--- src/rtl/btn_pkg.sv ---
// btn_pkg: shared FSM encoding, button indices and default timing for the button conditioner.
package btn_pkg;

    typedef enum logic [1:0] {
        IDLE    = 2'd0,
        PRESSED = 2'd1,
        HELD    = 2'd2
    } btn_state_e;

    localparam int BTN_CENTER = 0;
    localparam int BTN_UP     = 1;
    localparam int BTN_DOWN   = 2;
    localparam int BTN_LEFT   = 3;
    localparam int BTN_RIGHT  = 4;

    localparam int DEF_N_BTN        = 5;
    localparam int DEF_DEBOUNCE_CYC = 20;
    localparam int DEF_LONG_CYC     = 1000;
    localparam int DEF_REPEAT_DELAY = 500;
    localparam int DEF_REPEAT_CYC   = 100;
    localparam int DEF_CNT_W        = 11;

    // Largest hold value the counters must be able to represent.
    function automatic int cnt_need(input int long_cyc, input int rep_delay, input int rep_cyc);
        return (long_cyc > rep_delay + rep_cyc) ? long_cyc : rep_delay + rep_cyc;
    endfunction

endpackage

--- src/rtl/btn_channel.sv ---
// btn_channel: sync, debounce, hold timing and press/long/repeat FSM for one button.
//   i_clk      tick clock (1 ms), rising edge
//   i_rst_n    synchronous active-low reset
//   i_raw      asynchronous raw button, 1 = pressed
//   o_level    debounced level
//   o_press    1-cycle pulse after release of a short press
//   o_long     1-cycle pulse in the LONG_CYC-th level-high cycle
//   o_repeat   1-cycle auto-repeat pulses (BUTTON_AUTOREPEAT_EN), else 0
module btn_channel
    import btn_pkg::*;
#(
    parameter int DEBOUNCE_CYC = DEF_DEBOUNCE_CYC,
    parameter int LONG_CYC     = DEF_LONG_CYC,
    parameter int CNT_W        = DEF_CNT_W
`ifdef BUTTON_AUTOREPEAT_EN
    ,
    parameter int REPEAT_DELAY = DEF_REPEAT_DELAY,
    parameter int REPEAT_CYC   = DEF_REPEAT_CYC
`endif
) (
    input  logic i_clk,
    input  logic i_rst_n,
    input  logic i_raw,
    output logic o_level,
    output logic o_press,
    output logic o_long,
    output logic o_repeat
);

    localparam logic [CNT_W-1:0] DEB_LAST = CNT_W'(DEBOUNCE_CYC - 1);
    // Outputs are registered, so the decision is taken one cycle early.
    localparam logic [CNT_W-1:0] LONG_PRE = CNT_W'(LONG_CYC - 2);
    localparam logic [CNT_W-1:0] HOLD_MAX = '1;

    logic             r_s1, r_s2, r_level, r_press, r_long;
    logic [CNT_W-1:0] r_deb, r_hold;
    btn_state_e       r_state;
    logic             w_differ, w_deb_done, w_level_nxt, w_long_hit;

    assign w_differ    = r_s2 != r_level;
    assign w_deb_done  = w_differ && r_deb == DEB_LAST;
    assign w_level_nxt = w_deb_done ? ~r_level : r_level;
    assign w_long_hit  = r_level && r_hold == LONG_PRE;

    always_ff @(posedge i_clk) begin
        if (!i_rst_n) begin
            r_s1    <= 1'b0;
            r_s2    <= 1'b0;
            r_deb   <= '0;
            r_level <= 1'b0;
            r_hold  <= '0;
        end else begin
            r_s1    <= i_raw;
            r_s2    <= r_s1;
            r_deb   <= (w_differ && !w_deb_done) ? r_deb + 1'b1 : '0;
            r_level <= w_level_nxt;
            if (w_level_nxt && !r_level)
                r_hold <= '0;
            else if (r_level && r_hold != HOLD_MAX)
                r_hold <= r_hold + 1'b1;
        end
    end

    // A release in the cycle the long pulse is issued still yields LONG only,
    // because the FSM has already moved to HELD.
    always_ff @(posedge i_clk) begin
        if (!i_rst_n) begin
            r_state <= IDLE;
            r_press <= 1'b0;
            r_long  <= 1'b0;
        end else begin
            r_press <= 1'b0;
            r_long  <= 1'b0;
            case (r_state)
                IDLE: if (r_level) begin
                    r_state <= w_long_hit ? HELD : PRESSED;
                    r_long  <= w_long_hit;
                end
                PRESSED: if (w_long_hit) begin
                    r_state <= HELD;
                    r_long  <= 1'b1;
                end else if (!r_level) begin
                    r_state <= IDLE;
                    r_press <= 1'b1;
                end
                HELD: if (!r_level) r_state <= IDLE;
                default: r_state <= IDLE;
            endcase
        end
    end

    assign o_level = r_level;
    assign o_press = r_press;
    assign o_long  = r_long;

`ifdef BUTTON_AUTOREPEAT_EN
    localparam logic [CNT_W-1:0] REP_PRE  = CNT_W'(REPEAT_DELAY - 2);
    localparam logic [CNT_W-1:0] REP_LAST = CNT_W'(REPEAT_CYC - 1);

    logic             r_rep_arm, r_repeat;
    logic [CNT_W-1:0] r_rep_cnt;

    // First pulse keys off the hold counter; later pulses use a private
    // wrapping counter so saturation of r_hold cannot stall them.
    always_ff @(posedge i_clk) begin
        if (!i_rst_n) begin
            r_rep_arm <= 1'b0;
            r_rep_cnt <= '0;
            r_repeat  <= 1'b0;
        end else begin
            r_repeat <= 1'b0;
            if (!r_level || !w_level_nxt) begin
                r_rep_arm <= 1'b0;
                r_rep_cnt <= '0;
            end else if (!r_rep_arm && r_hold == REP_PRE) begin
                r_rep_arm <= 1'b1;
                r_rep_cnt <= '0;
                r_repeat  <= 1'b1;
            end else if (r_rep_arm) begin
                r_rep_cnt <= (r_rep_cnt == REP_LAST) ? '0 : r_rep_cnt + 1'b1;
                r_repeat  <= r_rep_cnt == REP_LAST;
            end
        end
    end

    assign o_repeat = r_repeat;
`else
    assign o_repeat = 1'b0;
`endif

endmodule

--- src/rtl/button_conditioner.sv ---
// button_conditioner: N-channel push-button synchroniser/debouncer with press, long and repeat events.
//   CLK         1 kHz tick clock, rising edge
//   RESETN      synchronous active-low reset
//   BTN_RAW     raw buttons (bit 0 CENTER, 1 UP, 2 DOWN, 3 LEFT, 4 RIGHT)
//   BTN_LEVEL   debounced levels; bit 0 drives CENTER_BUTTON
//   BTN_PRESS   short-press pulse after release
//   BTN_LONG    long-press pulse at LONG_CYC held cycles
//   BTN_REPEAT  auto-repeat pulses, only when BUTTON_AUTOREPEAT_EN is defined
module button_conditioner
    import btn_pkg::*;
#(
    parameter int N_BTN        = DEF_N_BTN,
    parameter int DEBOUNCE_CYC = DEF_DEBOUNCE_CYC,
    parameter int LONG_CYC     = DEF_LONG_CYC,
    parameter int REPEAT_DELAY = DEF_REPEAT_DELAY,
    parameter int REPEAT_CYC   = DEF_REPEAT_CYC,
    parameter int CNT_W        = DEF_CNT_W
) (
    input  logic             CLK,
    input  logic             RESETN,
    input  logic [N_BTN-1:0] BTN_RAW,
    output logic [N_BTN-1:0] BTN_LEVEL,
    output logic [N_BTN-1:0] BTN_PRESS,
    output logic [N_BTN-1:0] BTN_LONG,
    output logic [N_BTN-1:0] BTN_REPEAT
);

    if (cnt_need(LONG_CYC, REPEAT_DELAY, REPEAT_CYC) > 2**CNT_W - 1 || LONG_CYC <= DEBOUNCE_CYC ||
        DEBOUNCE_CYC < 1 || REPEAT_CYC < 1) begin : g_bad_cfg
        $error("button_conditioner: illegal timing parameters");
    end

    for (genvar i = 0; i < N_BTN; i++) begin : g_ch
        btn_channel #(
            .DEBOUNCE_CYC(DEBOUNCE_CYC),
            .LONG_CYC    (LONG_CYC),
            .CNT_W       (CNT_W)
`ifdef BUTTON_AUTOREPEAT_EN
            ,
            .REPEAT_DELAY(REPEAT_DELAY),
            .REPEAT_CYC  (REPEAT_CYC)
`endif
        ) u_ch (
            .i_clk   (CLK),
            .i_rst_n (RESETN),
            .i_raw   (BTN_RAW[i]),
            .o_level (BTN_LEVEL[i]),
            .o_press (BTN_PRESS[i]),
            .o_long  (BTN_LONG[i]),
            .o_repeat(BTN_REPEAT[i])
        );
    end

endmodule

--- config.mk ---
export PLATFORM = sky130hd
export DESIGN_NAME = button_conditioner
export DESIGN_NICKNAME = d
export VERILOG_FILES = /design/src/rtl/btn_pkg.sv /design/src/rtl/btn_channel.sv /design/src/rtl/button_conditioner.sv
export SDC_FILE = /design/constraint.sdc
export NUM_CORES = 1
export LEC_CHECK = 0
export ABC_AREA = 1
export CAP_MARGIN = 20
export CORE_MARGIN = 4
export CORE_UTILIZATION = 53
export DETAILED_ROUTE_END_ITERATION = 10
export PLACE_DENSITY = 0.71
export SYNTH_ARGS = -nofsm -noshare
export SYNTH_HDL_FRONTEND = slang
export SYNTH_SLANG_ARGS = --single-unit
--- constraint.sdc ---
create_clock -name CLK -period 1.7 [get_ports CLK]
set_input_delay 0.51 -clock CLK [delete_from_list [all_inputs] [get_ports CLK]]
set_output_delay 0.51 -clock CLK [all_outputs]
set_load 0.02 [all_outputs]
==> results of run 1 <==
-- timing repair --
action,in CTS,in global routing
setup endpoints to repair,15,14
resized for setup,15,5
hold endpoints to repair,0,0
-- logic make-up (layout without fill, tap and decap cells) --
group                      Yosys count  in the layout
AOI/OAI and AO/OA                   98             98
xor gates and xnor gates            34             34
adders and majority gates           15             15
buffers and inverters              162            223
DFF                                145            145
other                                1              5
and+or+nand+nor                    550            550
-- layout by cell type, fill, tap and decap left out, types with 6 or more instances in the layout --
| cell | count |
|---|---|
| nand2_1 | 261 |
| dfxtp_1 | 145 |
| nor2_1 | 129 |
| inv_1 | 123 |
| a21oi_1 | 62 |
| nand3_1 | 58 |
| buf_4 | 42 |
| nor3_1 | 35 |
| xor2_1 | 28 |
| o21ai_0 | 24 |
| nand4_1 | 22 |
| clkbuf_16 | 17 |
| ha_1 | 14 |
| dlygate4sd2_1 | 14 |
| or2_2 | 8 |
| nor4_1 | 6 |
| clkdlybuf4s50_1 | 6 |
-- final cells by class --
cell class,instances,area (sq um)
Fill cell,1151,4660
Sequential cell,145,2900
Clock inverter,13,136
Inverter,126,475
Timing Repair Buffer,65,548
Tap cell,172,215
Clock buffer,19,443
Multi-Input combinational cell,702,3440
-- flip-flops by register name, indices dropped and copies added (netlist names) --
signal / flops
g_ch.u_ch.o_long: 5
g_ch.u_ch.r_state: 10
g_ch.u_ch.r_deb: 55
g_ch.u_ch.o_press: 5
g_ch.u_ch.r_s1: 5
g_ch.u_ch.r_s2: 5
g_ch.u_ch.r_hold: 55
g_ch.u_ch.o_level: 5
-- per-layer routing --
layer  track usage  up-vias  routed length [um]
met3        0.0508        9                 387
li1              -     3271                   -
met5             0        -                   0
met4        0.0540        0                 144
met1         0.246     2639                6480
met2         0.296       65                5850
-- worst max path at each step --
stage	endpoint	from	slack, ns
floorplan	g_ch[0].u_ch.r_hold[5]$_SDFFE_PP0P_	g_ch[0].u_ch.r_hold[0]$_SDFFE_PP0P_	0.31
global placement	g_ch[3].u_ch.r_deb[3]$_SDFF_PN0_	RESETN	-0.25
CTS	BTN_LEVEL[0]	g_ch[0].u_ch.o_level$_SDFF_PN0_	0.04
finish	BTN_LEVEL[0]	g_ch[0].u_ch.o_level$_SDFF_PN0_	0.07
detailed placement	g_ch[3].u_ch.r_deb[3]$_SDFF_PN0_	RESETN	-0.28
global route	g_ch[0].u_ch.r_hold[6]$_SDFFE_PP0P_	g_ch[0].u_ch.r_hold[1]$_SDFFE_PP0P_	0.01
-- power by group --
part	internal, mW	switching [mW]	total [mW]
sequential	3.41	0.00845	3.42
clock	2.19	1.42	3.61
combinational	0.0564	0.0769	0.133
total	5.66	1.50	7.17
-- per-stage QoR --
| step | std cells | hold slack [ns] |
|---|---|---|
| final | 1242 | 0.413 |
| after global routing | 1242 | 0.440 |
| after CTS | 1242 | 0.414 |
| after detailed placement | 1210 | 0.401 |
| after global placement | 1210 | 0.391 |
| after floorplan | 1009 | 0.390 |
==> flow_summary.toml, run 1 <==
[yosys]
yosysWarningCount = 0
synth_commonest_cells = "nand2_1 (263), dfxtp_1 (145), nor2_1 (129)"
synth-seq-cells = 145
synth_top_area_frac = 0.412
synth_area_leaders = "dfxtp_1 (41%), nand2_1 (14%), nor2_1 (6.9%), inv_1 (6.6%), a21oi_1 (4.4%)"
synth_top_family_by_area = "simple AND/OR/NAND/NOR gates"
synth-simple-area-share = 0.341
synthArstFlopShare = 0
synth_compound_area_frac = 0.0730
synth_fa_ha_area_frac = 0.0266
synth_xor_area_frac = 0.0433
yosysTopAreaCell = "dfxtp_1"
synth_flop_cell = "dfxtp_1"
ys_types = 44
ys_seq_area_frac = 0.412
synth-edff-count = 0
synth.most_common_cell = "nand2_1"
netlist_area_sq_um = 7050
syn_inst = 1005
synth.area.mux_share = 0
syn_area_per_cell_sq_um = 7.01

[global_route]
overflow = 0
grt_pass1_vias = 5374
grt_max_degree = 17
grt_pass1_wl_mm = 23.0
grt_usage = 0.185
grt_antenna_before_repair = 0

[floorplan]
die_x_um = 123
die_area_sq_um = 15200
io_pins = 27
die_h_um = 123
initial_utilization = 0.549
rows = 41
coreArea_sq_um = 12800

[place]
place_ws_ns = -0.282
place_area_sq_um = 7590
io_buffers = 21
dpl.hpwl_mm = 9.28
routabilityCongestion = 0.851

[worst_setup_path]
cp_max_fo = 2
crit_type = "register to primary output"
critPathSlowestCell = "dfxtp_1"
crit_family = "flip-flops"
slowest_delay_ns = 0.38
crit_cells = 1
r2r.worst_path.cells = 9
arrival_ns = 1.12
cp_cell_sequence = "clkdlybuf4s15_1"
r2r_setup_slack_ns = 0.19
endpoint_kind = "primary output"
path_buf_inv = 1
critical_path_required_ns = 1.19
r2r_start = "g_ch[0].u_ch.r_hold[1]$_SDFFE_PP0P_"
critPathLaunchType = "register"
rr_endpoint = "g_ch[0].u_ch.r_hold[6]$_SDFFE_PP0P_"

[clock_tree]
cts_tree = "built"
clkTransAtPathRegs_ns = 0.06
htreeDepth = 4
cts_root_buf = "clkbuf_16"
clkLatencyLatePin_ns = 0.42
cts_buffer_depth = 2
cts_buffers = 17
cts_hold_buf = 0
cts_setup_buffers = 0
cts.sinks = 145

[min_path]
hold_class = "register to register"
hold_depth = 2
hold_end = "g_ch[2].u_ch.r_s2$_SDFF_PN0_"
hp-start = "g_ch[2].u_ch.r_s1$_SDFF_PN0_"

[routing]
drc = 0
routedWlPerCell_um = 10.4
first_iter_violations = 400
firstDrtPassIters = 4
viasPerCell = 4.82
vias = 5984
routed_wl_mm = 12.9
ant_nets = 0

[outcome]
status = "finished clean"

[sta]
period_needed_ns = 1.63
rsz0062_at_grt = "false"
tightest_slew_ns = 0.542
clock_skew_ns = 0.0108
hold_violations = 0
fin_ws_ns = 0.0719
setup_viol = 0
tns_ns = 0
max_slew_margin = 0.635
timing.final.crit_share = 0.958
slew_viol_final = 0
max_freq_ghz = 0.614

[cells_and_area]
num-nets-final = 1079
n_antenna_cell = 0
area_growth_pct = 15.8
layout-drive-gt1-share = 0.102
fin_area_sq_um = 8160
final_util = 0.636

[power_and_ir_drop]
peakVddDrop_mv = 0.665
p_total_mw = 7.17
power_leakage_nw = 3.28
p_per_area_nw_per_um2 = 878

[job]
maxCapViolCount = 0
Note: power is estimated with default switching activity, not from simulation.
==> inputs of run 2 (changes only) <==
--- a/config.mk
+++ b/config.mk
@@ -8,9 +8,8 @@
 export ABC_AREA = 1
 export CAP_MARGIN = 20
 export CORE_MARGIN = 4
-export CORE_UTILIZATION = 53
+export CORE_UTILIZATION = 40
 export DETAILED_ROUTE_END_ITERATION = 10
-export PLACE_DENSITY = 0.71
 export SYNTH_ARGS = -nofsm -noshare
 export SYNTH_HDL_FRONTEND = slang
 export SYNTH_SLANG_ARGS = --single-unit
==> run 2 against run 1 <==
Net effect:
- global-route usage down 4.1 points
- power up 5.4%
- hold slack worse by 0.0051 ns
- die area up 30%
- utilization down 16 points
- clock skew down 0.0028 ns
- critical path depth unchanged
- first-iteration DRC count down 23%
- register-to-register slack about the same
- combinational power up 3%
- critical path type unchanged
- critical endpoint is now BTN_LEVEL[4]
==> flow_summary.toml, run 2 (synthesis gave the netlist of run 1 again) <==
[outcome]
status = "finished clean"

[cells_and_area]
layout_commonest_cell = "nand2_1"
layout-drive-gt1-share = 0.0993
n_antenna_cell = 0
area_growth_pct = 17.6
final_cells = 1293
top_regs = "g_ch.u_ch.r_deb (55), g_ch.u_ch.r_hold (55), g_ch.u_ch.r_state (10)"
most-common-layout-cells = "nand2_1 (263), dfxtp_1 (143), nor2_1 (129)"
num-nets-final = 1079

[worst_setup_path]
arrival_ns = 1.14
cp_cell_sequence = "dlygate4sd2_1"
r2r_start = "g_ch[0].u_ch.r_hold[1]$_SDFFE_PP0P_"
slowest_delay_ns = 0.37
crit_type = "register to primary output"
rr_endpoint = "g_ch[0].u_ch.r_hold[5]$_SDFFE_PP0P_"
endpoint_kind = "primary output"
critPathLaunchType = "register"
critPathSlowestCell = "dfxtp_1"
r2r_setup_slack_ns = 0.20
crit_family = "flip-flops"
r2r.worst_path.cells = 8
critical_path_required_ns = 1.19
cp_max_fo = 2
path_buf_inv = 1

[floorplan]
die_x_um = 141
die_h_um = 141
coreArea_sq_um = 17300
rows = 48
die_area_sq_um = 19800
io_pins = 27
initial_utilization = 0.407

[routing]
firstDrtPassIters = 5
vias = 5935
drc = 0
ant_nets = 0
viasPerCell = 4.59
routedWlPerCell_um = 10.4
routed_wl_mm = 13.4
first_iter_violations = 310

[clock_tree]
htreeDepth = 4
cts.sinks = 145
clkTransAtPathRegs_ns = 0.06
clkLatencyLatePin_ns = 0.42
cts_tree = "built"
cts_buffers = 17
cts_root_buf = "clkbuf_16"
cts_buffer_depth = 2

[place]
dpl.hpwl_mm = 9.85
io_buffers = 21
place_ws_ns = -0.268
routabilityCongestion = 0.820
dp.cells = 1263

[min_path]
hold_class = "register to register"
hold_end = "g_ch[1].u_ch.r_s2$_SDFF_PN0_"
hold_depth = 2
hp-start = "g_ch[1].u_ch.r_s1$_SDFF_PN0_"

[power_and_ir_drop]
power_leakage_nw = 3.32
peakVddDrop_mv = 0.720
p_total_mw = 7.55
p_per_area_nw_per_um2 = 911

[sta]
slew_viol_final = 0
rsz0062_at_grt = "false"
max_freq_ghz = 0.607
setup_viol = 0
fin_ws_ns = 0.0523
timing.final.crit_share = 0.969
tightest_slew_ns = 0.496
clock_skew_ns = 0.00805
period_needed_ns = 1.65
hold_violations = 0
max_slew_margin = 0.666

[global_route]
grt_max_degree = 20
overflow = 0
grt_pass1_wl_mm = 23.9
grt_antenna_before_repair = 0
grt_usage = 0.145
grt_pass1_vias = 5446

[job]
maxCapViolCount = 0
## run 2: changes by cell type in the layout (fill, tap and decap cells not counted), moves of 2 or more
cell        delta
bufinv_16      +3
clkinv_2       -2
clkinvlp_4     -3
dfxtp_1        -2
dfxtp_2        +2
inv_6          -2
nand2_1        +2
nand2_2        -2
## run 2: report_power, final
| group | internal, mW | total [mW] | switching (mW) |
|---|---|---|---|
| logic | 0.0600 | 0.137 | 0.0772 |
| registers | 3.41 | 3.42 | 0.00828 |
| clock network | 2.62 | 3.99 | 1.37 |
## run 2: per-layer routing
layer | up-vias | track usage | routed length [um]
li1 | 3268 | - | -
met1 | 2577 | 0.186 | 6820
met2 | 72 | 0.234 | 5920
met3 | 18 | 0.0393 | 466
met4 | 0 | 0.0541 | 226
met5 | - | 0 | 0
## run 2: repair_timing
item | in CTS | in global routing
resized for setup | 15 | 4
pin swaps | 0 | 0
setup endpoints to repair | 15 | 8
hold buffers | 0 | 0
setup buffers | 0 | 0
## run 2: how the worst max path moves through the flow
stage | from | slack [ns] | end | cells past startpoint
2_1_floorplan | g_ch[0].u_ch.r_hold[0]$_SDFFE_PP0P_ | 0.31 | g_ch[0].u_ch.r_hold[5]$_SDFFE_PP0P_ | 8
3_3_place_gp | RESETN | -0.23 | g_ch[4].u_ch.r_deb[9]$_SDFF_PN0_ | 8
3_5_place_dp | RESETN | -0.27 | g_ch[4].u_ch.r_deb[9]$_SDFF_PN0_ | 8
4_1_cts | g_ch[1].u_ch.o_level$_SDFF_PN0_ | 0.02 | BTN_LEVEL[1] | 1
5_1_grt | g_ch[1].u_ch.o_level$_SDFF_PN0_ | 0.01 | BTN_LEVEL[1] | 1
6_report | g_ch[4].u_ch.o_level$_SDFF_PN0_ | 0.05 | BTN_LEVEL[4] | 1
## run 2: layout make-up
cell class | count | area (sq um)
well taps | 225 | 282
clock buffers | 20 | 447
inverters | 126 | 475
fillers | 1733 | 9010
flip-flops and latches | 145 | 2910
repair buffers | 65 | 559
multi-input cells | 702 | 3440
clock inverters | 10 | 185
## run 2: stage by stage
stage	setup TNS (ns)	area (sq um)	hold slack (ns)	util
floorplan	0	7060	0.390	-
global placement	-8.61	7670	0.392	0.443
detailed placement	-9.83	7670	0.395	0.443
CTS	0	8280	0.413	0.479
global route	0	8290	0.441	0.479
finish	0	8290	0.408	0.479
